**src/rtl/alu_pkg.sv**
```systemverilog
// Shared opcode and FSM state encodings for the bit-serial ALU.
package alu_pkg;

    localparam logic [1:0] OP_NOT = 2'b00;
    localparam logic [1:0] OP_AND = 2'b01;
    localparam logic [1:0] OP_OR  = 2'b10;
    localparam logic [1:0] OP_ADD = 2'b11;

    typedef enum logic [1:0] {
        S_IDLE = 2'b00,
        S_RUN  = 2'b01,
        S_DONE = 2'b10
    } state_t;

endpackage

```
**src/rtl/alu_bit_slice.sv**
```systemverilog
// One-bit ALU slice: gate primitives plus a full adder, selected by opcode.
module alu_bit_slice
    import alu_pkg::*;
(
    input  logic       a_bit,
    input  logic       b_bit,
    input  logic       cin,
    input  logic [1:0] op,
    output logic       res_bit,
    output logic       cout
);

    logic n_a, and_ab, or_ab, x_ab, sum, and_cx, fa_cout;

    not u_not  (n_a,     a_bit);
    and u_and  (and_ab,  a_bit, b_bit);
    or  u_or   (or_ab,   a_bit, b_bit);
    xor u_xab  (x_ab,    a_bit, b_bit);
    xor u_sum  (sum,     x_ab,  cin);
    and u_cx   (and_cx,  cin,   x_ab);
    or  u_cout (fa_cout, and_ab, and_cx);

    always_comb begin
        res_bit = 1'b0;
        case (op)
            OP_NOT:  res_bit = n_a;
            OP_AND:  res_bit = and_ab;
            OP_OR:   res_bit = or_ab;
            default: res_bit = sum;
        endcase
    end

    // Carry only propagates for ADD so the carry flop stays clear otherwise.
    assign cout = (op == OP_ADD) & fa_cout;

endmodule

```
**src/rtl/bit_serial_alu.sv**
```systemverilog
// Bit-serial ALU: captures operands, pushes them LSB first through one slice,
// and reassembles the result with a one-cycle done pulse.
module bit_serial_alu
    import alu_pkg::*;
#(
    parameter int WIDTH = 8
) (
    input  logic             clk,
    input  logic             rst_n,
    input  logic             start,
    input  logic [1:0]       op,
    input  logic [WIDTH-1:0] a,
    input  logic [WIDTH-1:0] b,
    output logic             busy,
    output logic             done,
    output logic [WIDTH-1:0] result,
    output logic             carry_out
);

    localparam int CNT_W = $clog2(WIDTH + 1);

    state_t             state, state_nxt;
    logic [WIDTH-1:0]   a_sh, b_sh, res_sh, res_nxt;
    logic [1:0]         op_r;
    logic [CNT_W-1:0]   cnt;
    logic               carry;
    logic               slice_res, slice_cout;
    logic               last;

    alu_bit_slice u_slice (
        .a_bit   (a_sh[0]),
        .b_bit   (b_sh[0]),
        .cin     (carry),
        .op      (op_r),
        .res_bit (slice_res),
        .cout    (slice_cout)
    );

    assign last    = (state == S_RUN) && (cnt == CNT_W'(WIDTH - 1));
    assign res_nxt = {slice_res, res_sh[WIDTH-1:1]};
    assign busy    = (state != S_IDLE);
    assign done    = (state == S_DONE);

    always_ff @(posedge clk or negedge rst_n) begin
        if (!rst_n) state <= S_IDLE;
        else        state <= state_nxt;
    end

    always_comb begin
        state_nxt = state;
        case (state)
            S_IDLE:  if (start) state_nxt = S_RUN;
            S_RUN:   if (last)  state_nxt = S_DONE;
            S_DONE:  state_nxt = S_IDLE;
            default: state_nxt = S_IDLE;
        endcase
    end

    always_ff @(posedge clk or negedge rst_n) begin
        if (!rst_n) begin
            a_sh      <= '0;
            b_sh      <= '0;
            res_sh    <= '0;
            op_r      <= OP_NOT;
            cnt       <= '0;
            carry     <= 1'b0;
            result    <= '0;
            carry_out <= 1'b0;
        end else if (state == S_IDLE && start) begin
            a_sh   <= a;
            b_sh   <= b;
            op_r   <= op;
            res_sh <= '0;
            cnt    <= '0;
            carry  <= 1'b0;
        end else if (state == S_RUN) begin
            res_sh <= res_nxt;
            a_sh   <= a_sh >> 1;
            b_sh   <= b_sh >> 1;
            carry  <= slice_cout;
            cnt    <= cnt + CNT_W'(1);
            // Outputs move only here, so they never show a partial result.
            if (last) begin
                result    <= res_nxt;
                carry_out <= slice_cout;
            end
        end
    end

endmodule

```
**config.mk**
```make
export PLATFORM = sky130hd
export DESIGN_NAME = bit_serial_alu
export DESIGN_NICKNAME = d
export VERILOG_FILES = /design/src/rtl/alu_pkg.sv /design/src/rtl/alu_bit_slice.sv /design/src/rtl/bit_serial_alu.sv
export SDC_FILE = /design/constraint.sdc
export NUM_CORES = 1
export LEC_CHECK = 0
export ABC_AREA = 1
export CORE_MARGIN = 2
export CORE_UTILIZATION = 57
export DETAILED_ROUTE_END_ITERATION = 6
export PLACE_DENSITY = 0.95
export SYNTH_ARGS = -nofsm -noshare
export SYNTH_HDL_FRONTEND = slang
export SYNTH_HIERARCHICAL = 1
export SYNTH_SLANG_ARGS = --single-unit
```
**constraint.sdc**
```tcl
create_clock -name clk -period 3.36 [get_ports clk]
set_clock_uncertainty 0.15 [all_clocks]
set_input_delay 0.504 -clock clk [delete_from_list [all_inputs] [get_ports clk]]
set_output_delay 0.504 -clock clk [all_outputs]
set_load 0.01 [all_outputs]
```
# Yosys cells after proc, flatten, opt, wreduce, memory -nomap -nowiden
# Cells that the tools add are included.
dict set report classes {
  addsub 1
  eq_ne 8
  mux 14
  n_bitwise 9
  reduce_logical 8
}
# operator n
set ops {}
lappend ops {{8-bit 2-to-1 mux} 6}
lappend ops {{4-bit 2-to-1 mux} 2}
lappend ops {{2-bit == test, second input constant} 3}
lappend ops {{4-bit by 1-bit adder with 4-bit output, second input constant} 1}
lappend ops {{2-bit by 1-bit == test with 1-bit output, second input constant} 2}
lappend ops {{4-bit by 3-bit == test with 1-bit output, second input constant} 1}
lappend ops {{2-bit zero test} 2}
lappend ops {{2-bit 2-to-1 mux} 2}
lappend ops {{2-bit != test, second input constant} 2}
lappend ops {{2-bit one-hot mux with 2 select lines} 1}
lappend ops {{2-bit nonzero test} 2}
lappend ops {{1-bit AND} 3}
lappend ops {{1-bit one-hot mux with 3 select lines} 1}
lappend ops {{3-bit AND reduction} 1}
lappend ops {{1-bit logical AND} 2}
lappend ops {{1-bit 2-to-1 mux} 2}
lappend ops {{1-bit inverter} 2}
lappend ops {{1-bit bitwise OR} 2}
lappend ops {{2-bit AND reduction} 1}
lappend ops {{1-bit bitwise XOR} 2}
dict set report word_totals {
  ff_bits 42
  output_inout_bits 11
  word_cells 49
}

# Longest topological paths before layout
dict set report depth {
  word_depth 6
  depth_mapped 9
  ltp_nobuf 9
}

# Modules after synthesis
# The synthesis kept the hierarchy.
# mod n_inst cells_each area_each_um2 seq_area_each_um2
set modules_own_cells {}
lappend modules_own_cells {bit_serial_alu 1 228 1859.3 1026.0}
lappend modules_own_cells {alu_bit_slice 1 20 110.1 0.0}

# Worst setup path before layout
# OpenSTA, ideal clock, no wires.
dict set report synth_path {
  kind {flip-flop to flip-flop}
  start {reg a_sh[0]}
  end {reg res_sh[7]}
  setup_ps 127
  arrival_time_ps 1274
  setup_slack_ps 1809
  path_stages_with_launch 10
  n_path_buf 0
  cell_sequence {dfrtp_1 inv_1 fa_1 inv_1 nand3_1 nand2_1 inv_1 nand2_1 nand2_1 o21ai_0}
}
dict set report synth_between {
  elab_chain_len 5
  word_cells_on_any_way 8
  classes_between {mux (3); bitwise (5)}
}
# element line
set synth_rtl {}
lappend synth_rtl {{start, declared} bit_serial_alu.sv:23} ;# logic [WIDTH-1:0] a_sh, b_sh, res_sh, res_nxt;
lappend synth_rtl {{start signal, assigned} bit_serial_alu.sv:78} ;# a_sh <= a_sh >> 1;
lappend synth_rtl {{1-bit bitwise XOR} alu_bit_slice.sv:18} ;# xor u_xab (x_ab, a_bit, b_bit);
lappend synth_rtl {{1-bit bitwise XOR} alu_bit_slice.sv:19} ;# xor u_sum (sum, x_ab, cin);
lappend synth_rtl {{1-bit one-hot mux with 3 select lines (*)} alu_bit_slice.sv:25} ;# case (op)
lappend synth_rtl {{net slice_res} bit_serial_alu.sv:27} ;# logic slice_res, slice_cout;
lappend synth_rtl {{8-bit 2-to-1 mux (*)} bit_serial_alu.sv:76} ;# end else if (state == S_RUN) begin
lappend synth_rtl {{8-bit 2-to-1 mux (*)} bit_serial_alu.sv:69} ;# end else if (state == S_IDLE && start) begin
lappend synth_rtl {{end signal, assigned} bit_serial_alu.sv:77} ;# res_sh <= res_nxt;
lappend synth_rtl {{end, declared} bit_serial_alu.sv:23}
# Mark *: on every way through the listed nets, which the timed path passes. The rest lies on a longest branch. The select of a mux whose other input is x is not followed.
# A chain may end at the register's enable or synchronous reset.

# Final worst setup path
dict set report layout_path {
  start {reg state[1]}
  end {out busy}
}
dict set report layout_between {
  elab_chain_len 1
}
# element line
set layout_rtl {}
lappend layout_rtl {{start, declared} bit_serial_alu.sv:22} ;# state_t state, state_nxt;
lappend layout_rtl {{start signal, assigned} bit_serial_alu.sv:46} ;# else state <= state_nxt;
lappend layout_rtl {{2-bit nonzero test} bit_serial_alu.sv:41} ;# assign busy = (state != S_IDLE);
lappend layout_rtl {{end, declared} bit_serial_alu.sv:14} ;# output logic busy,
# Every way passes these cells.

==> flow_summary_export.csv <==
group,metric,value,unit
hold_path,hold_path_class,"input port to asynchronous set/reset pin",
grt,grt_antenna_before_repair,0,
pwr,power_density,804,mW/mm²
setup_path,crit_chain,"inv_2 -> nand2_2 -> clkdlybuf4s50_1",
setup_path,critical_path_arrival,1590,ps
clock_network,cts_made_buffers,5,
floorplan,die_x,62.8,µm
final_layout,fill_cells,273,
pwr,peakVddDrop,0.486,mV
clock_network,clockBufferDepth,2,
timing,worst_slew_pin_slew,863,ps
yosys,synth_xor_area_frac,0.00445,
yosys,synth.area.mux_share,0,
timing,min_period,2240,ps
clock_network,cts_root_buffer,"clkbuf_4",
grt,track_usage,0.222,
routing,avgViaCountPerCell,4.86,
timing,drv_slew,0,
yosys,synth_cells,248,
final_layout,fin_cells,327,
setup_path,critPathKind,"flip-flop to output pin",
placement,dp.cells,319,
placement,port_buffers,31,
final_layout,area_growth,18.5,%
yosys,ys_types,17,
floorplan,die_area,0.00394,mm²
timing,finalHoldViolCount,0,
final_layout,diodes,0,
clock_network,cts_tree,"yes",
setup_path,cp-end-kind,"output pin",
clock_network,insertion_delay,340,ps
clock_network,clock-sinks,41,
timing,maxSlewHeadroom,0.425,
setup_path,start_kind,"flip-flop",
clock_network,h-tree-depth,2,
clock_network,clk_pin_slew_worst_paths,110,ps
pwr,p_leak,0.00124,µW
setup_path,cp_top_family,"buffers and inverters",
yosys,syn-cell-area,0.00197,mm²
yosys,yosysSeqAreaShare,0.521,
yosys,synth_warnings,6,
timing,rsz0062_at_grt,"false",
yosys,synth-compound-area-share,0.0693,
yosys,synth_top_family_by_area,"simple AND/OR/NAND/NOR gates",
yosys,synth_top_area_share,0.521,
clock_network,cts_resized,0,
final_layout,final_nets,305,
pwr,power,1880,µW
clock_network,cts_hold_buffers,0,
floorplan,rows,21,
yosys,synth-simple-area-share,0.284,
floorplan,die_height,62.8,µm
grt,grt_pass1_vias,1573,
placement,dp_hpwl,2610,µm
clock_network,post_cts_buffers,0,
timing,finalCritPeriodShare,0.667,
yosys,syn_area_per_cell,7.94,µm²
setup_path,critPathRequiredTime,2710,ps
routing,dr.pass1.iters,4,
routing,routed_wirelength,3790,µm
floorplan,ios,32,
yosys,synth_area_leaders,"dfrtp_1, nand2_1, inv_1, o21ai_0, o21ai_2",
yosys,synthAdderAreaFrac,0.0292,
yosys,yosys_register_bits,41,
setup_path,slowest_delay,540,ps
grt,grt_pass1_wl,6750,µm
setup_path,slowest_stage,"clkdlybuf4s50_1",
timing,max_freq,446,MHz
final_layout,drive_gt1_frac,0.0783,
floorplan,start_util,0.590,
grt,grt_overflow,0,
setup_path,cp_num_buf_inv,2,
grt,grt_max_degree,42,
routing,drcViolationCount,0,
yosys,syn_nets,273,
timing,finalSetupViolCount,0,
placement,gp_congestion,0.774,
setup_path,cp_max_fo,4,
floorplan,coreArea,0.00334,mm²
flow_run,maxCapViolations,0,
routing,num_vias,1590,
yosys,synth_top_area_cell,"dfrtp_1",
run_status,status,"completed",
routing,antenna_left,0,
routing,wl_per_cell,11.6,µm
routing,dr.first_iter.drc_count,113,
timing,tns,0,ps
==> power breakdown <==
| group | total [µW] | internal (µW) | switching (µW) |
|---|---|---|---|
| logic | 799 | 328 | 470 |
| clock network | 233 | 79.9 | 153 |
| registers | 845 | 705 | 140 |
==> cells in the mapped netlist <==
cell type	n
fa_1	1
nor2_8	1
o21ai_0	15
buf_6	2
buf_4	4
dfrtp_1	41
inv_2	2
nand2_2	2
nor2_4	1
nand3_1	4
nor2_1	6
buf_2	1
o21ai_2	7
ha_1	3
inv_1	31
nand2_1	126
xnor2_1	1
==> cell type report <==
class / instances / area [µm²] / share of cell area
Clock buffer: 6 / 41.3 / 0.0177
Clock inverter: 2 / 10.0 / 0.00429
Inverter: 33 / 124 / 0.0531
Multi-Input combinational cell: 167 / 762 / 0.327
Sequential cell: 41 / 1030 / 0.440
Tap cell: 46 / 57.6 / 0.0247
Timing Repair Buffer: 32 / 313 / 0.134
==> layout by cell type (no fill, tap or decap), drive strengths merged <==
master,instances
ha,3
dfrtp,41
nor2,8
clkbuf,6
nand2,128
xnor2,1
o21ai,22
fa,1
nand3,4
buf,2
inv,33
clkdlybuf4s50,30
clkinv,2
==> registers in the layout, indices dropped and copies added (netlist names) <==
name       flops
a_sh           8
b_sh           8
result         8
res_sh         7
cnt            4
op_r           2
state          2
carry          1
carry_out      1
==> path summary, 6_finish.rpt <==
check	startpoint	endpoint	slack [ps]	depth (start not counted)
setup / recovery	state[1]	busy	1120	3
hold / removal	rst_n	result[3]	110	1
setup reg to reg	a_sh[0]	res_sh[7]	1640	9
hold reg to reg	b_sh[3]	b_sh[3]	340	2
max in group asynchronous	rst_n	cnt[0]	2400	1
min in group clk	b_sh[3]	b_sh[3]	340	2
==> routing by layer <==
layer,part of all wire,global-route usage,wire (µm)
met1,0.44,0.273,1650
met2,0.50,0.367,1890
met3,0.048,0.0685,183
met4,0.018,0.0889,70
met5,0,0,0
==> cells by family (layout without fill, tap and decap cells) <==
| kind of cell | Yosys count | after routing |
|---|---|---|
| AOI/OAI and AO/OA | 22 | 22 |
| xor gates and xnor gates | 1 | 1 |
| adders and majority gates | 4 | 4 |
| buffers and inverters | 40 | 73 |
| DFF | 41 | 41 |
| and+or+nand+nor | 140 | 140 |
==> through the flow <==
| stage | worst slack, ps | hold slack, ps | cell area [µm²] | utilization |
|---|---|---|---|---|
| final | 1120 | 111 | 2330 | 0.699 |
| after global routing | 1030 | 148 | 2330 | 0.699 |
| after CTS | 1100 | 132 | 2330 | 0.699 |
| after detailed placement | 1390 | 316 | 2280 | 0.684 |
| after global placement | 1440 | 306 | 2280 | 0.684 |
| after floorplan | 1810 | 58.4 | 1970 | - |
No activity file was read; power rests on OpenSTA's default activity.
